<file path="src/rtl/pipe_pkg.sv">
// Shared pipeline definitions: datapath widths, ALUOp encodings and the
// packed control bundle carried between stages.
package pipe_pkg;

    localparam int DATA_W     = 32;
    localparam int REG_ADDR_W = 5;
    localparam int ALUOP_W    = 2;

    localparam logic [ALUOP_W-1:0] ALUOP_ADD   = 2'b00;
    localparam logic [ALUOP_W-1:0] ALUOP_SUB   = 2'b01;
    localparam logic [ALUOP_W-1:0] ALUOP_RTYPE = 2'b10;

    typedef struct packed {
        logic               regDst;
        logic               aluSrc;
        logic               memtoReg;
        logic               regWrite;
        logic               memRead;
        logic               memWrite;
        logic               branch;
        logic [ALUOP_W-1:0] aluOp;
    } ctrl_t;

    localparam ctrl_t CTRL_NOP = '0;

endpackage

</file>
<file path="src/rtl/ctrl_bubble_mux.sv">
// Replaces a decoded control bundle with CTRL_NOP when the stage must kill
// the instruction (bubble or flush). Purely combinational.
module ctrl_bubble_mux
    import pipe_pkg::*;
(
    input  logic  kill,
    input  ctrl_t ctrl_in,
    output ctrl_t ctrl_out
);

    // The whole bundle is swapped at once so no control is ever half-cleared.
    assign ctrl_out = kill ? CTRL_NOP : ctrl_in;

endmodule

</file>
<file path="src/rtl/id_ex_stage_reg.sv">
// ID/EX pipeline register with bubble injection, branch flush and hold.
// Optional macro ID_EX_BUBBLE_COUNT_EN adds a saturating bubble_count output.
module id_ex_stage_reg
    import pipe_pkg::*;
#(
    parameter int DATA_W     = pipe_pkg::DATA_W,
    parameter int REG_ADDR_W = pipe_pkg::REG_ADDR_W,
    parameter int ALUOP_W    = pipe_pkg::ALUOP_W
) (
    input  logic                  clk,
    input  logic                  rst_n,
    input  logic                  control_select,
    input  logic                  flush,
    input  logic                  hold,
    input  logic                  id_valid,
    input  logic                  id_regDst,
    input  logic                  id_aluSrc,
    input  logic                  id_memtoReg,
    input  logic                  id_regWrite,
    input  logic                  id_memRead,
    input  logic                  id_memWrite,
    input  logic                  id_branch,
    input  logic [ALUOP_W-1:0]    id_aluOp,
    input  logic [DATA_W-1:0]     id_pc4,
    input  logic [DATA_W-1:0]     id_rd1,
    input  logic [DATA_W-1:0]     id_rd2,
    input  logic [DATA_W-1:0]     id_imm,
    input  logic [REG_ADDR_W-1:0] id_rs,
    input  logic [REG_ADDR_W-1:0] id_rt,
    input  logic [REG_ADDR_W-1:0] id_rd,
    output logic                  ex_valid,
    output logic                  ID_EX_regDst,
    output logic                  ID_EX_aluSrc,
    output logic                  ID_EX_memtoReg,
    output logic                  ID_EX_regWrite,
    output logic                  ID_EX_memRead,
    output logic                  ID_EX_memWrite,
    output logic                  ID_EX_branch,
    output logic [ALUOP_W-1:0]    ID_EX_aluOp,
    output logic [DATA_W-1:0]     ID_EX_pc4,
    output logic [DATA_W-1:0]     ID_EX_rd1,
    output logic [DATA_W-1:0]     ID_EX_rd2,
    output logic [DATA_W-1:0]     ID_EX_imm,
    output logic [REG_ADDR_W-1:0] ID_EX_rs,
    output logic [REG_ADDR_W-1:0] ID_EX_rt,
    output logic [REG_ADDR_W-1:0] ID_EX_rd
`ifdef ID_EX_BUBBLE_COUNT_EN
    ,
    output logic [31:0]           bubble_count
`endif
);

    ctrl_t id_ctrl;
    ctrl_t ctrl_next;
    ctrl_t ctrl_q;
    logic  kill;
    logic  valid_next;
    logic  load_en;
    logic  valid_q;

    logic [DATA_W-1:0]     pc4_q, rd1_q, rd2_q, imm_q;
    logic [REG_ADDR_W-1:0] rs_q, rt_q, rd_q;

    assign id_ctrl = '{
        regDst:   id_regDst,
        aluSrc:   id_aluSrc,
        memtoReg: id_memtoReg,
        regWrite: id_regWrite,
        memRead:  id_memRead,
        memWrite: id_memWrite,
        branch:   id_branch,
        aluOp:    id_aluOp
    };

    assign kill       = control_select | flush;
    assign valid_next = id_valid & ~kill;
    // Flush must still take effect while the downstream stage is holding.
    assign load_en    = flush | ~hold;

    ctrl_bubble_mux u_ctrl_mux (
        .kill     (kill),
        .ctrl_in  (id_ctrl),
        .ctrl_out (ctrl_next)
    );

    always_ff @(posedge clk) begin
        if (!rst_n) begin
            ctrl_q  <= CTRL_NOP;
            valid_q <= 1'b0;
            pc4_q   <= '0;
            rd1_q   <= '0;
            rd2_q   <= '0;
            imm_q   <= '0;
            rs_q    <= '0;
            rt_q    <= '0;
            rd_q    <= '0;
        end else if (load_en) begin
            ctrl_q  <= ctrl_next;
            valid_q <= valid_next;
            pc4_q   <= id_pc4;
            rd1_q   <= id_rd1;
            rd2_q   <= id_rd2;
            imm_q   <= id_imm;
            rs_q    <= id_rs;
            rt_q    <= id_rt;
            rd_q    <= id_rd;
        end
    end

`ifdef ID_EX_BUBBLE_COUNT_EN
    logic [31:0] bubble_count_q;
    logic        bubble_fire;

    // Only the bubble branch counts; flush and hold both take precedence.
    assign bubble_fire = control_select & ~flush & ~hold;

    always_ff @(posedge clk) begin
        if (!rst_n) begin
            bubble_count_q <= '0;
        end else if (bubble_fire && (bubble_count_q != 32'hFFFF_FFFF)) begin
            bubble_count_q <= bubble_count_q + 32'd1;
        end
    end

    assign bubble_count = bubble_count_q;
`endif

    assign ex_valid       = valid_q;
    assign ID_EX_regDst   = ctrl_q.regDst;
    assign ID_EX_aluSrc   = ctrl_q.aluSrc;
    assign ID_EX_memtoReg = ctrl_q.memtoReg;
    assign ID_EX_regWrite = ctrl_q.regWrite;
    assign ID_EX_memRead  = ctrl_q.memRead;
    assign ID_EX_memWrite = ctrl_q.memWrite;
    assign ID_EX_branch   = ctrl_q.branch;
    assign ID_EX_aluOp    = ctrl_q.aluOp;
    assign ID_EX_pc4      = pc4_q;
    assign ID_EX_rd1      = rd1_q;
    assign ID_EX_rd2      = rd2_q;
    assign ID_EX_imm      = imm_q;
    assign ID_EX_rs       = rs_q;
    assign ID_EX_rt       = rt_q;
    assign ID_EX_rd       = rd_q;

endmodule

</file>
<file path="config.mk">
export PLATFORM = sky130hd
export DESIGN_NAME = id_ex_stage_reg
export DESIGN_NICKNAME = d
export VERILOG_FILES = /design/src/rtl/pipe_pkg.sv /design/src/rtl/ctrl_bubble_mux.sv /design/src/rtl/id_ex_stage_reg.sv
export SDC_FILE = /design/constraint.sdc
export NUM_CORES = 1
export LEC_CHECK = 0
export BUFFER_PORTS_ARGS = -buffer_cell sky130_fd_sc_hd__buf_2
export CAP_MARGIN = 20
export CORE_MARGIN = 5
export CORE_UTILIZATION = 31
export DETAILED_ROUTE_END_ITERATION = 8
export GPL_TIMING_DRIVEN = 0
export HOLD_SLACK_MARGIN = 0.1
export SYNTH_ARGS = -nofsm -noshare
export SYNTH_HDL_FRONTEND = slang
export SYNTH_SLANG_ARGS = --single-unit
</file>
<file path="constraint.sdc">
create_clock -name clk -period 1.8 [get_ports clk]
set_clock_uncertainty 0.2 [all_clocks]
set_input_delay 0.09 -clock clk [delete_from_list [all_inputs] [get_ports clk]]
set_output_delay 0.09 -clock clk [all_outputs]
set_load 0.05 [all_outputs]
</file>
== After elaboration in Yosys (flattened, before gate mapping) ==
Cells that the tools add are included.

* Input port bits: 158
* Output and inout port bits: 153
* Register bits: 153
* Logic and storage cells: 22

* Mux-type cells: 1
* Bitwise gates (word level): 5

{| class="wikitable"
|+ Operator list
! cell !! count
|-
| 2-to-1 mux 9 bit || 1
|-
| NOT 1 bit || 2
|-
| OR 1 bit || 2
|-
| bitwise AND 1 bit || 1
|}

== Logic depth before layout (Yosys ltp) ==
* Depth in word-level cells: 3
* Gate-level depth with buffers: 6
* Gate-level depth less buffers: 3

== Cells and area by module ==
Synthesis repeated with hierarchy kept, for this count alone.

* Cells, all modules: 675
* Area, all modules: 5705.5 µm²

{| class="wikitable"
|+ Modules (own cells, without submodules)
! module !! cells an instance !! area each (µm²) !! seq. area each (µm²) !! instances
|-
| id_ex_stage_reg || 666 || 5649.2 || 3062.9 || 1
|-
| ctrl_bubble_mux || 9 || 56.3 || 0.0 || 1
|}

== Worst setup path after synthesis ==
OpenSTA, ideal clock, no wires.

* Kind: flip-flop to flip-flop
* Start point: register, netlist name ID_EX_pc4[26]
* End point: register pc4_q[26] (netlist: ID_EX_pc4[26])
* Required time: 1.524 ns
* Path slack: 0.703 ns
* Cell stages (with the launch flop): 3
* Period minus slack after synthesis: 1.097 ns
* Path buffers: 0
* Arrival time: 0.821 ns
* Library setup time: 0.076 ns
* Path through: dfxtp_1 nand2_1 a21boi_0

{| class="wikitable"
|+ RTL lines
! what !! RTL line !! source
|-
| end signal: assignment || id_ex_stage_reg.sv:100 || <nowiki>pc4_q <= id_pc4;</nowiki>
|-
| end: declaration || id_ex_stage_reg.sv:61 || <nowiki>logic [DATA_W-1:0] pc4_q, rd1_q, rd2_q, imm_q;</nowiki>
|}

== Worst setup path after layout ==
* Start point: input id_valid
* End point: register valid_q (netlist: ex_valid)

* Word-level cells in the longest chain between the ends: 1

{| class="wikitable"
|+ Ends and longest elaborated chain
! what !! RTL line !! source
|-
| start: declaration || id_ex_stage_reg.sv:15 || <nowiki>input logic id_valid,</nowiki>
|-
| bitwise AND 1 bit || id_ex_stage_reg.sv:76 || <nowiki>assign valid_next = id_valid & ~kill;</nowiki>
|-
| end signal: assignment || id_ex_stage_reg.sv:99 || <nowiki>valid_q <= valid_next;</nowiki>
|-
| end: declaration || id_ex_stage_reg.sv:59 || <nowiki>logic valid_q;</nowiki>
|}

Every way passes these cells.
A chain may end at the register's enable or synchronous reset.

==> impl_metrics.ini <==
[route]
drt_iter0_drc = 191
wl_um = 20900
avgRoutedWirePerCell_um = 14.9
routed.top_layer = met4
wl_met3_um = 2060
route.met2.wl_um = 9910
drtPass1Iterations = 4
avgViaCountPerCell = 4.43
ant_nets = 0
vias = 6217
drc = 0
m1WireLength_um = 8450

[cts]
cts_root_buf = clkbuf_16
clock_path_buffers = 2
path_clk_slew_ns = 0.07
h-tree-depth = 4
clock_latency_ns = 0.42
cts-buffers-inserted = 17
cts_tree = built
post-cts-setup-buffer-count = 0
cts.sink_count = 153

[cells_and_area]
diodes = 0
area_growth_pct = 72.9
final_common_cell = buf_2
most-common-layout-cells = 333 x buf_2, 286 x nand2_1, 167 x dlygate4sd3_1
final_area_mm2 = 0.00978
nFillCells = 1631
final_cell_count_no_fill = 1402
drive_above_1_share_pct = 31.7
layout.nets = 1319

[timing]
post-route-period-util_pct = 89.2
tightest_slew_ns = 0.489
worst_slack_ns = 0.195
tns_ns = 0
setup-violations-final = 0
rsz0062_at_grt = false
fmax_mhz = 623
slew_headroom_pct = 67.4
period_needed_ns = 1.61
final_max_slew_viol_count = 0
hold_viol_final = 0
hold_ws_ns = 0.103

[critical_path]
worst-setup-path-type = in -> reg
cp-end-kind = flip-flop
cpMostUsedCell = dlygate4sd3_1
cpPeakStageDelay_ns = 0.60
worstPathArrival_ns = 1.69
slowest_stage = dlygate4sd3_1
timing.rr.start = ID_EX_imm[21]$_SDFFE_PN0P_
crit_path_start_kind = primary input
worstSetupStartpoint = id_valid
crit_path_max_fanout = 1
crit_chain = dlygate4sd3_1 > buf_2 > nor3b_1 > dlygate4sd3_1 > a21oi_1 > nor2_1
worstPathRequired_ns = 1.88

[floorplanning]
dieArea_mm2 = 0.0210
core_mm2 = 0.0180
fp-row-count = 49
die_w_um = 145
die_h_um = 145
io_pins = 311
initial_utilization_pct = 31.5

[logic_synthesis]
synth.distinct_cells = 14
synthCells = 667
netlist_area_mm2 = 0.00566
yosysWarnings = 0
synth_seq_cells = 153
ys_seq_area_share_pct = 54.2
postSynthAreaPerCell_um2 = 8.48
syn-num-nets = 825

[power_and_ir_drop]
power_density_mw_per_mm2 = 961
internal_power_mw = 6.61
swShare_pct = 29.7
clock_power_share_pct = 40.7
p_switching_mw = 2.79
peakVddDrop_uv = 680
combPwrFrac_pct = 20.1
pwr-share-seq_pct = 39.3
leakagePower_nw = 4.75

[global_route]
grt_max_degree = 17
grt_util_all_layers_pct = 19.6
grt_pass1_wl_um = 34000
gr-total-overflow = 0
grt_pass1_vias = 6489
antenna_found_initial = 0

[placed_design]
io_buffers = 308
dp_hpwl_um = 14400
dpl_cell_area_mm2 = 0.00748
pre_cts_slack_ns = 0.214
placed_cells = 1204
gp_congestion = 0.778

[run_status]
status = finished, final reports clean

[flow_run]
drv_cap = 0

[min_path]
hold_class = in -> reg
min_from = rst_n
[state kept, by name (all words and copies together) (netlist names), 2 cells and up]
| register | count |
|---|---|
| ID_EX_aluOp | 2 |
| ID_EX_imm | 32 |
| ID_EX_pc4 | 32 |
| ID_EX_rd | 5 |
| ID_EX_rd1 | 32 |
| ID_EX_rd2 | 32 |
| ID_EX_rs | 5 |
| ID_EX_rt | 5 |
[Yosys cell counts (all sizes together)]
cell type	instances	area, µm²
clkbuf	16	60.1
a21oi	10	50.1
nand2	286	1070
nor2	10	37.5
nand2b	2	12.5
buf	36	204
nor2b	1	6.26
nor3b	10	75.1
a21boi	143	1070
dfxtp	153	3060
[area by class of cell]
| class | instances | area [µm²] | area share, % |
|---|---|---|---|
| Clock inverter | 13 | 193 | 1.97 |
| Buffer | 52 | 264 | 2.70 |
| Timing Repair Buffer | 475 | 3210 | 32.9 |
| Tap cell | 229 | 287 | 2.93 |
| Multi-Input combinational cell | 462 | 2330 | 23.8 |
| Clock buffer | 18 | 429 | 4.39 |
| Sequential cell | 153 | 3060 | 31.3 |
[logic make-up (layout without fill, tap and decap cells)]
kind of cell / Yosys count / after routing / share of synthesized area, %
buffers and inverters: 52 / 558 / 4.67
flip-flops: 153 / 153 / 54.2
AO/OA/AOI/OAI: 153 / 153 / 19.9
AND/OR/NAND/NOR: 309 / 309 / 21.3
[stage by stage]
step | util (%) | total power, mW
6_report | 54.4 | 9.39
2_1_floorplan | - | 4.84
4_1_cts | 54.4 | 9.49
5_1_grt | 54.4 | 9.80
3_3_place_gp | 41.7 | 5.36
3_5_place_dp | 41.7 | 5.37
[what timing repair did]
| item | 4_1_cts | 5_1_grt |
|---|---|---|
| endpoints found under the hold margin | 153 | 0 |
| resized for setup | 0 | 0 |
| hold buffers | 167 | 0 |
[power groups by stage]
stage / Clock (mW) / Combinational (mW) / Sequential [mW]
after global routing: 4.08 / 2.01 / 3.71
after CTS: 3.92 / 1.89 / 3.69
final: 3.82 / 1.88 / 3.69
after detailed placement: 0 / 1.60 / 3.76
after floorplan: 0 / 0.381 / 4.46
after global placement: 0 / 1.60 / 3.76
[worst max-delay path: cells and delay by family]
kind,cells,cell delay [ns]
and+or+nand+nor,2,0.19
buffers and inverters,3,1.27
AOI/OAI and AO/OA,1,0.15
[final timing paths]
kind	end	slack [ns]	cells after the start
setup reg to reg	ID_EX_imm[21]$_SDFFE_PN0P_	0.44	3
setup / recovery	ex_valid$_SDFFE_PN0P_	0.19	6
hold reg to reg	ID_EX_rd2[22]$_SDFFE_PN0P_	0.24	2
hold / removal	ID_EX_imm[24]$_SDFFE_PN0P_	0.10	3
[layer usage]
metal	track usage [%]	vias up
met5	0	-
met4	6.67	0
met3	8.17	34
met2	33.0	264
met1	22.4	2787
li1	-	3132
(Power assumes the default switching activity.)
